File: config.mk
export PLATFORM = sky130hd
export DESIGN_NAME = axi4_lite_write_slave_responder
export DESIGN_NICKNAME = d
export VERILOG_FILES = /design/src/rtl/axi4_lite_write_slave_responder.sv
export SDC_FILE = /design/constraint.sdc
export NUM_CORES = 1
export LEC_CHECK = 0
export ABC_AREA = 1
export ABC_CLOCK_PERIOD_IN_PS = 2500
export CAP_MARGIN = 40
export CORE_MARGIN = 1
export CORE_UTILIZATION = 50
export CTS_CLUSTER_SIZE = 16
export DETAILED_ROUTE_END_ITERATION = 16
export PLACE_DENSITY = 0.68
export SLEW_MARGIN = 0
export SYNTH_ARGS = -nofsm -noshare
export SYNTH_HDL_FRONTEND = slang
export SYNTH_SLANG_ARGS = --single-unit
export TNS_END_PERCENT = 10
File: constraint.sdc
create_clock -name aclk -period 2.5 [get_ports aclk]
set_clock_uncertainty 0.1 [all_clocks]
set_input_delay 0.5 -clock aclk [delete_from_list [all_inputs] [get_ports aclk]]
set_output_delay 0.5 -clock aclk [all_outputs]
set_load 0.01 [all_outputs]
File: src/rtl/axi4_lite_write_slave_responder.sv
// AXI4-Lite write-channel subordinate: collects one AW and one W beat, decodes the
// address window, commits byte-enabled data to a local register file, then answers on B.
module axi4_lite_write_slave_responder #(
    parameter int                         ADDRESS_WIDTH = 32,
    parameter int                         DATA_WIDTH    = 32,
    parameter int                         REG_COUNT     = 16,
    parameter logic [ADDRESS_WIDTH-1:0]   MIN_ADDRESS   = 32'h0000_0000,
    parameter logic [ADDRESS_WIDTH-1:0]   MAX_ADDRESS   = 32'h0000_003F,
    parameter int                         DELAY_WIDTH   = 5
) (
    input  logic                          aclk,
    input  logic                          areset,
    input  logic                          awvalid,
    output logic                          awready,
    input  logic [ADDRESS_WIDTH-1:0]      awaddr,
    input  logic [2:0]                    awprot,
    input  logic                          wvalid,
    output logic                          wready,
    input  logic [DATA_WIDTH-1:0]         wdata,
    input  logic [DATA_WIDTH/8-1:0]       wstrb,
    output logic                          bvalid,
    input  logic                          bready,
    output logic [1:0]                    bresp,
    input  logic [DELAY_WIDTH-1:0]        bvalidDelay,
    input  logic [$clog2(REG_COUNT)-1:0]  dbgIndex,
    output logic [DATA_WIDTH-1:0]         dbgData,
    output logic [2:0]                    lastAwprot,
    output logic [15:0]                   writeCount
);

    localparam int STRB_WIDTH  = DATA_WIDTH / 8;
    localparam int ADDR_LSB    = $clog2(STRB_WIDTH);
    localparam int INDEX_WIDTH = $clog2(REG_COUNT);

    localparam logic [1:0] ST_COLLECT = 2'd0;
    localparam logic [1:0] ST_DELAY   = 2'd1;
    localparam logic [1:0] ST_RESP    = 2'd2;

    localparam logic [1:0] RESP_OKAY   = 2'b00;
    localparam logic [1:0] RESP_SLVERR = 2'b10;
    localparam logic [1:0] RESP_DECERR = 2'b11;

    logic [1:0]               state;
    logic                     aw_captured;
    logic                     w_captured;
    logic [ADDRESS_WIDTH-1:0] aw_addr_q;
    logic [2:0]               aw_prot_q;
    logic [DATA_WIDTH-1:0]    w_data_q;
    logic [STRB_WIDTH-1:0]    w_strb_q;
    logic [DELAY_WIDTH-1:0]   delay_cnt;
    logic [DATA_WIDTH-1:0]    regs [REG_COUNT];

    logic                     aw_hs;
    logic                     w_hs;
    logic [1:0]               decode_resp;
    logic [INDEX_WIDTH-1:0]   decode_index;

    assign aw_hs = awvalid && awready;
    assign w_hs  = wvalid && wready;

    // Out-of-window addresses take priority over misalignment.
    always_comb begin
        decode_resp = RESP_OKAY;
        if (aw_addr_q < MIN_ADDRESS || aw_addr_q > MAX_ADDRESS) begin
            decode_resp = RESP_DECERR;
        end else if (aw_addr_q[ADDR_LSB-1:0] != '0) begin
            decode_resp = RESP_SLVERR;
        end
    end

    assign decode_index = INDEX_WIDTH'((aw_addr_q - MIN_ADDRESS) >> ADDR_LSB);
    assign dbgData      = regs[dbgIndex];

    always_ff @(posedge aclk) begin
        if (areset) begin
            state       <= ST_COLLECT;
            aw_captured <= 1'b0;
            w_captured  <= 1'b0;
            aw_addr_q   <= '0;
            aw_prot_q   <= '0;
            w_data_q    <= '0;
            w_strb_q    <= '0;
            delay_cnt   <= '0;
            awready     <= 1'b0;
            wready      <= 1'b0;
            bvalid      <= 1'b0;
            bresp       <= RESP_OKAY;
            lastAwprot  <= '0;
            writeCount  <= '0;
            for (int i = 0; i < REG_COUNT; i++) begin
                regs[i] <= '0;
            end
        end else begin
            case (state)
                ST_COLLECT: begin
                    if (aw_captured && w_captured) begin
                        bresp     <= decode_resp;
                        delay_cnt <= bvalidDelay;
                        state     <= (bvalidDelay == '0) ? ST_RESP : ST_DELAY;
                        if (decode_resp == RESP_OKAY) begin
                            lastAwprot <= aw_prot_q;
                            for (int b = 0; b < STRB_WIDTH; b++) begin
                                if (w_strb_q[b]) begin
                                    regs[decode_index][b*8 +: 8] <= w_data_q[b*8 +: 8];
                                end
                            end
                        end
                    end else begin
                        if (aw_hs) begin
                            aw_captured <= 1'b1;
                            aw_addr_q   <= awaddr;
                            aw_prot_q   <= awprot;
                        end
                        if (w_hs) begin
                            w_captured <= 1'b1;
                            w_data_q   <= wdata;
                            w_strb_q   <= wstrb;
                        end
                        awready <= !(aw_captured || aw_hs);
                        wready  <= !(w_captured || w_hs);
                    end
                end

                ST_DELAY: begin
                    delay_cnt <= delay_cnt - 1'b1;
                    if (delay_cnt == DELAY_WIDTH'(1)) begin
                        state <= ST_RESP;
                    end
                end

                // bvalid rises one cycle after entering RESP, then holds until bready.
                ST_RESP: begin
                    if (!bvalid) begin
                        bvalid <= 1'b1;
                    end else if (bready) begin
                        bvalid      <= 1'b0;
                        aw_captured <= 1'b0;
                        w_captured  <= 1'b0;
                        awready     <= 1'b1;
                        wready      <= 1'b1;
                        state       <= ST_COLLECT;
                        if (bresp == RESP_OKAY) begin
                            writeCount <= writeCount + 16'd1;
                        end
                    end
                end

                default: begin
                    state <= ST_COLLECT;
                end
            endcase
        end
    end

endmodule

### After elaboration in Yosys (flattened, before gate mapping)

Memories as Yosys holds them, arrays and structs flattened.
Cells that the tools add are included.

| cells by class | value |
|---|---|
| magnitude comparators | 2 |
| bitwise logic cells | 1 |
| reduce and logical (&&, ||, !) cells | 26 |
| multiplexer cells | 55 |
| add/subtract/negate cells | 2 |
| equality and inequality tests | 10 |

Operators with widths:

| cell | count |
|---|---|
| $mux W1 | 38 |
| $gt A32 B6 Y1 const B | 1 |
| $lt A32 B1 Y1 const B | 1 |
| $mux W32 | 1 |
| $reduce_or A32 Y1 | 1 |
| $add A16 B1 Y16 const B | 1 |
| $mux W2 | 7 |
| $ne A2 B2 Y1 const B | 7 |
| $reduce_and A4 Y1 | 3 |
| $pmux W5 S2 | 1 |
| $reduce_and A5 Y1 | 2 |
| $reduce_and A3 Y1 | 3 |
| $mux W4 | 2 |
| $pmux W1 S2 | 4 |
| $logic_not A2 Y1 | 3 |
| $pmux W2 S3 | 1 |
| $reduce_bool A2 Y1 | 3 |
| $eq A5 B1 Y1 const B | 1 |
| $logic_not A5 Y1 | 1 |
| $mux W5 | 1 |
| $sub A5 B1 Y5 const B | 1 |
| $reduce_and A2 Y1 | 2 |
| $logic_and A1 B1 Y1 | 3 |
| $logic_or A1 B1 Y1 | 3 |
| other kinds (4) | 5 |

| storage, ports and cells | value |
|---|---|
| logic and storage cells | 111 |
| output and inout bits | 56 |
| memory bits (writable) | 512 |
| memories | 1 |
| input bits | 85 |
| register bits | 104 |

Memory list:

| name | depth | width | read ports | clocked after memory_dff | wr ports | RTL line | source |
|---|---|---|---|---|---|---|---|
| regs | 16 | 32 | 1 | 0 | 16 | 51 | `logic [DATA_WIDTH-1:0] regs [REG_COUNT];` |

### Depth between registers and ports, before layout

| depth | value |
|---|---|
| depth after elaboration | 11 |
| gate-level depth with buffers | 9 |

### Worst setup path before layout

Ideal clock, no wire load.

| path | value |
|---|---|
| path kind | input to output |
| start | input port dbgIndex[0] |
| end | output port dbgData[10] |
| cell stages on the path | 8 |
| path buffers | 4 |
| setup slack | 259 ps |
| data required time | 1900 ps |
| data arrival time | 1641 ps |
| path through | buf_2 > buf_2 > buf_2 > clkbuf_1 > o211ai_1 > nand3_1 > nand3_1 > nand2_1 |

| between the ends | value |
|---|---|
| word-level cells in the longest chain between the ends | 1 |

Ends and longest elaborated chain:

| what | RTL line | source |
|---|---|---|
| start, declared | 25 | `input logic [$clog2(REG_COUNT)-1:0] dbgIndex,` |
| $mem_v2 Z16 W32 | -- |  |
| end, declared | 26 | `output logic [DATA_WIDTH-1:0] dbgData,` |

Every way passes these cells.

### Worst setup path after layout

| path | value |
|---|---|
| start | memory regs[1][1] |
| end | output port dbgData[1] |

| between the ends | value |
|---|---|
| word-level cells in the longest chain between the ends | 1 |

Ends and longest elaborated chain:

| what | RTL line |
|---|---|
| start, declared | 51 |
| $mem_v2 Z16 W32 | -- |

Every way passes these cells.

==> reports/metrics.cfg <==
[global_routing]
grt_overflow=0
grt_max_degree=86
grt_pass1_wl_um=113000
grt_antenna_before_repair=2
grt_pass1_vias=21100
grtUsageTotal_pct=25.4

[timing]
final_hold_viol_count=0
relSlewSlack_pct=46.1
fin_crit_sh_pct=107
fmax_mhz=372
slew_viol_final=0
whs_ns=0.346
layout_setup_ws_ns=-0.187
min_period_ns=2.69
setup_viol=3
grt_setup_unrepaired=yes
tightest_slew_ns=0.804
setup_tns_ns=-0.374

[logic_synthesis]
netlist_instances=2919
synth_edf_count=512
synth.mux.area_fraction_pct=0
synth_top_family_by_area=simple AND/OR/NAND/NOR gates
synth_ff_type=edfxtp_1
synth_compound_area_share_pct=11.1
yosysSeqAreaShare_pct=61.1
synth.most_common_cell=nor2_1
yosysTopAreaCell=edfxtp_1
yosysWarnings=0
ys_async_sr_fraction_pct=0
syn_area_mm2=0.0286
synth_cell_types=32
synthTopCellsByCount=587 x nor2_1, 512 x edfxtp_1, 325 x inv_1, 299 x nand2_1, 219 x a21oi_1
synth_fa_ha_area_share_pct=0.131
ys_ff_latch=616
syn_nets=3007
yosys.area.top_type_share_pct=53.8
avgSynthCellArea_um2=9.79
synth-xor-area-share_pct=0.153
synth_area_leaders=edfxtp_1 54%, nor2_1 7.7%, dfxtp_1 7.3%
synth-simple-area-share_pct=19.8

[clock_tree]
clockBufferDepth=3
cts_root_buf=clkbuf_16
cts_buffers=66
path_clk_slew_ns=0.06
cts.htree.levels=3
cts_tree=done
cts.sinks=616
hold_buffers=0
post-cts-setup-buffer-count=0
clk_latency_ns=0.60

[placement]
hpwl_um=48700
dp_cells=3825
dp_slack_ns=-0.307
finalWeightedCongestion=0.947
placed_cell_area_mm2=0.0323
port_buffers=140

[cells_and_area]
diodes=0
fin_nets=3228
stdcell_area_mm2=0.0345
post-route-util_pct=61.2
drive_above_1_share_pct=12.2
layout.cells.non_filler=3946
area_growth_pct=20.7

[worst_setup_path]
worstPathMaxFanout=1
crit_type=reg -> out
path_cells=inv_1 -> a21oi_1 -> o21ai_1 -> nand3_1 -> nand3_2 -> nand2_1 -> clkdlybuf4s50_1
worst-path-buf-inv=2
crit_path_start_kind=flip-flop
cp_slowest_stage_delay_ns=0.54
critical_path_required_ns=1.90
critPathTopFamily=buffers and inverters
slowest_stage=clkdlybuf4s50_1
end_kind=output port
cp.arrival_ns=2.09

[route]
dr.pass1.iters=6
antenna_left=0
via_per_inst=5.49
detail_route.wl_per_cell_um=18.6
wirelength_um=73500
first_iter_violations=1886
vias=21700
post-route-drc-count=0

[power]
peakVddDrop_uv=487
power.total_mw=23.7
power_frac_comb_pct=10.5
internal_power_mw=17.9
clkPwrFrac_pct=40.5
powerDensity_mw_per_mm2=686
switchingPower_mw=5.74
p_leak_nw=13.1
p_seq_share_pct=49.0
p_sw_share_pct=24.2

[die]
die_w_um=241
die_h_um=241
pin_count=141
die_area_mm2=0.0581
initial_core_util_pct=50.7
num_rows=87
core_mm2=0.0564

[flow_run]
max-cap-violations=0

[hold_path]
hp-class=reg -> reg

[run_status]
violations=negative setup slack
outcome=finished, violations left

power groups by stage:
stage / sequential, mW / clock [mW] / combinational, mW
after floorplan: 11.8 / 0 / 1.40
after global placement: 11.8 / 0 / 2.42
after detailed placement: 11.8 / 0 / 2.48
after CTS: 11.6 / 9.70 / 2.47
after global routing: 11.6 / 10.1 / 2.70
final: 11.6 / 9.59 / 2.48
area by class of cell:
class | instances | area, um2
clock buffer | 92 | 1910
clock inverter | 26 | 196
fill | 4635 | 21900
inverter | 359 | 1350
multi-input combinational | 1757 | 8980
sequential | 616 | 17500
tap | 756 | 946
timing repair buffer | 340 | 3670
cell usage in the layout (no fill, tap or decap), drive strengths merged, types with 2 or more instances in the layout:
| cell | Yosys | final |
|---|---|---|
| nand4 | 68 | 68 |
| xnor2 | 3 | 3 |
| clkdlybuf4s15 | 0 | 3 |
| inv | 326 | 328 |
| a21oi | 219 | 219 |
| nand2 | 299 | 299 |
| dlygate4sd2 | 0 | 18 |
| o211ai | 128 | 128 |
| nor3 | 4 | 4 |
| ha | 3 | 3 |
| clkdlybuf4s50 | 0 | 106 |
| nor3b | 2 | 2 |
| a31oi | 2 | 2 |
| xor2 | 2 | 2 |
| edfxtp | 512 | 512 |
| o21ai | 216 | 216 |
| nand3 | 213 | 213 |
| nor2 | 594 | 594 |
| clkinv | 33 | 54 |
| bufinv | 0 | 3 |
| dfxtp | 104 | 104 |
| dlymetal6s2s | 0 | 5 |
| clkbuf | 107 | 99 |
| buf | 80 | 200 |
worst min-delay path, delay by kind of cell (launching register included):
kind                   cells  cell delay (ns)
AOI/OAI and AO/OA          1             0.05
buffers and inverters      1             0.05
DFF                        1             0.31
final timing paths:
kind / startpoint / end / slack (ns) / cells past startpoint
max: regs[1][1] / dbgData[1] / -0.19 / 7
min reg2reg: aw_addr_q[31] / aw_addr_q[31] / 0.35 / 2
max reg2reg: state[1] / regs[11][10] / 0.16 / 10
min: aw_addr_q[31] / aw_addr_q[31] / 0.35 / 2
metal layers:
| layer | track usage (%) | wire, um |
|---|---|---|
| met2 | 43.3 | 35900 |
| met4 | 9.49 | 2340 |
| met5 | 0 | 13 |
| met1 | 32.6 | 30100 |
| met3 | 4.15 | 5180 |
flip-flops by register name, indices dropped and copies added (netlist names), 2 cells and up:
| signal | cells |
|---|---|
| aw_prot_q | 3 |
| delay_cnt | 5 |
| state | 2 |
| bresp | 2 |
| aw_addr_q | 32 |
| lastAwprot | 3 |
| w_strb_q | 4 |
| w_data_q | 32 |
| writeCount | 16 |
| regs | 512 |
logic make-up after synthesis:
| family | count (synthesis) |
|---|---|
| simple gates | 1181 |
| fa+ha+maj | 3 |
| buf+inv | 546 |
| flops | 616 |
| compound gates | 568 |
| xor+xnor | 5 |
what timing repair did:
action                                  CTS  global route
endpoints found under the hold margin     0             0
pin swaps                                 2             4
endpoints found under the setup margin   32            36
gates resized for setup                  41            29
cloned                                    1             2
(Power assumes the default switching activity.)
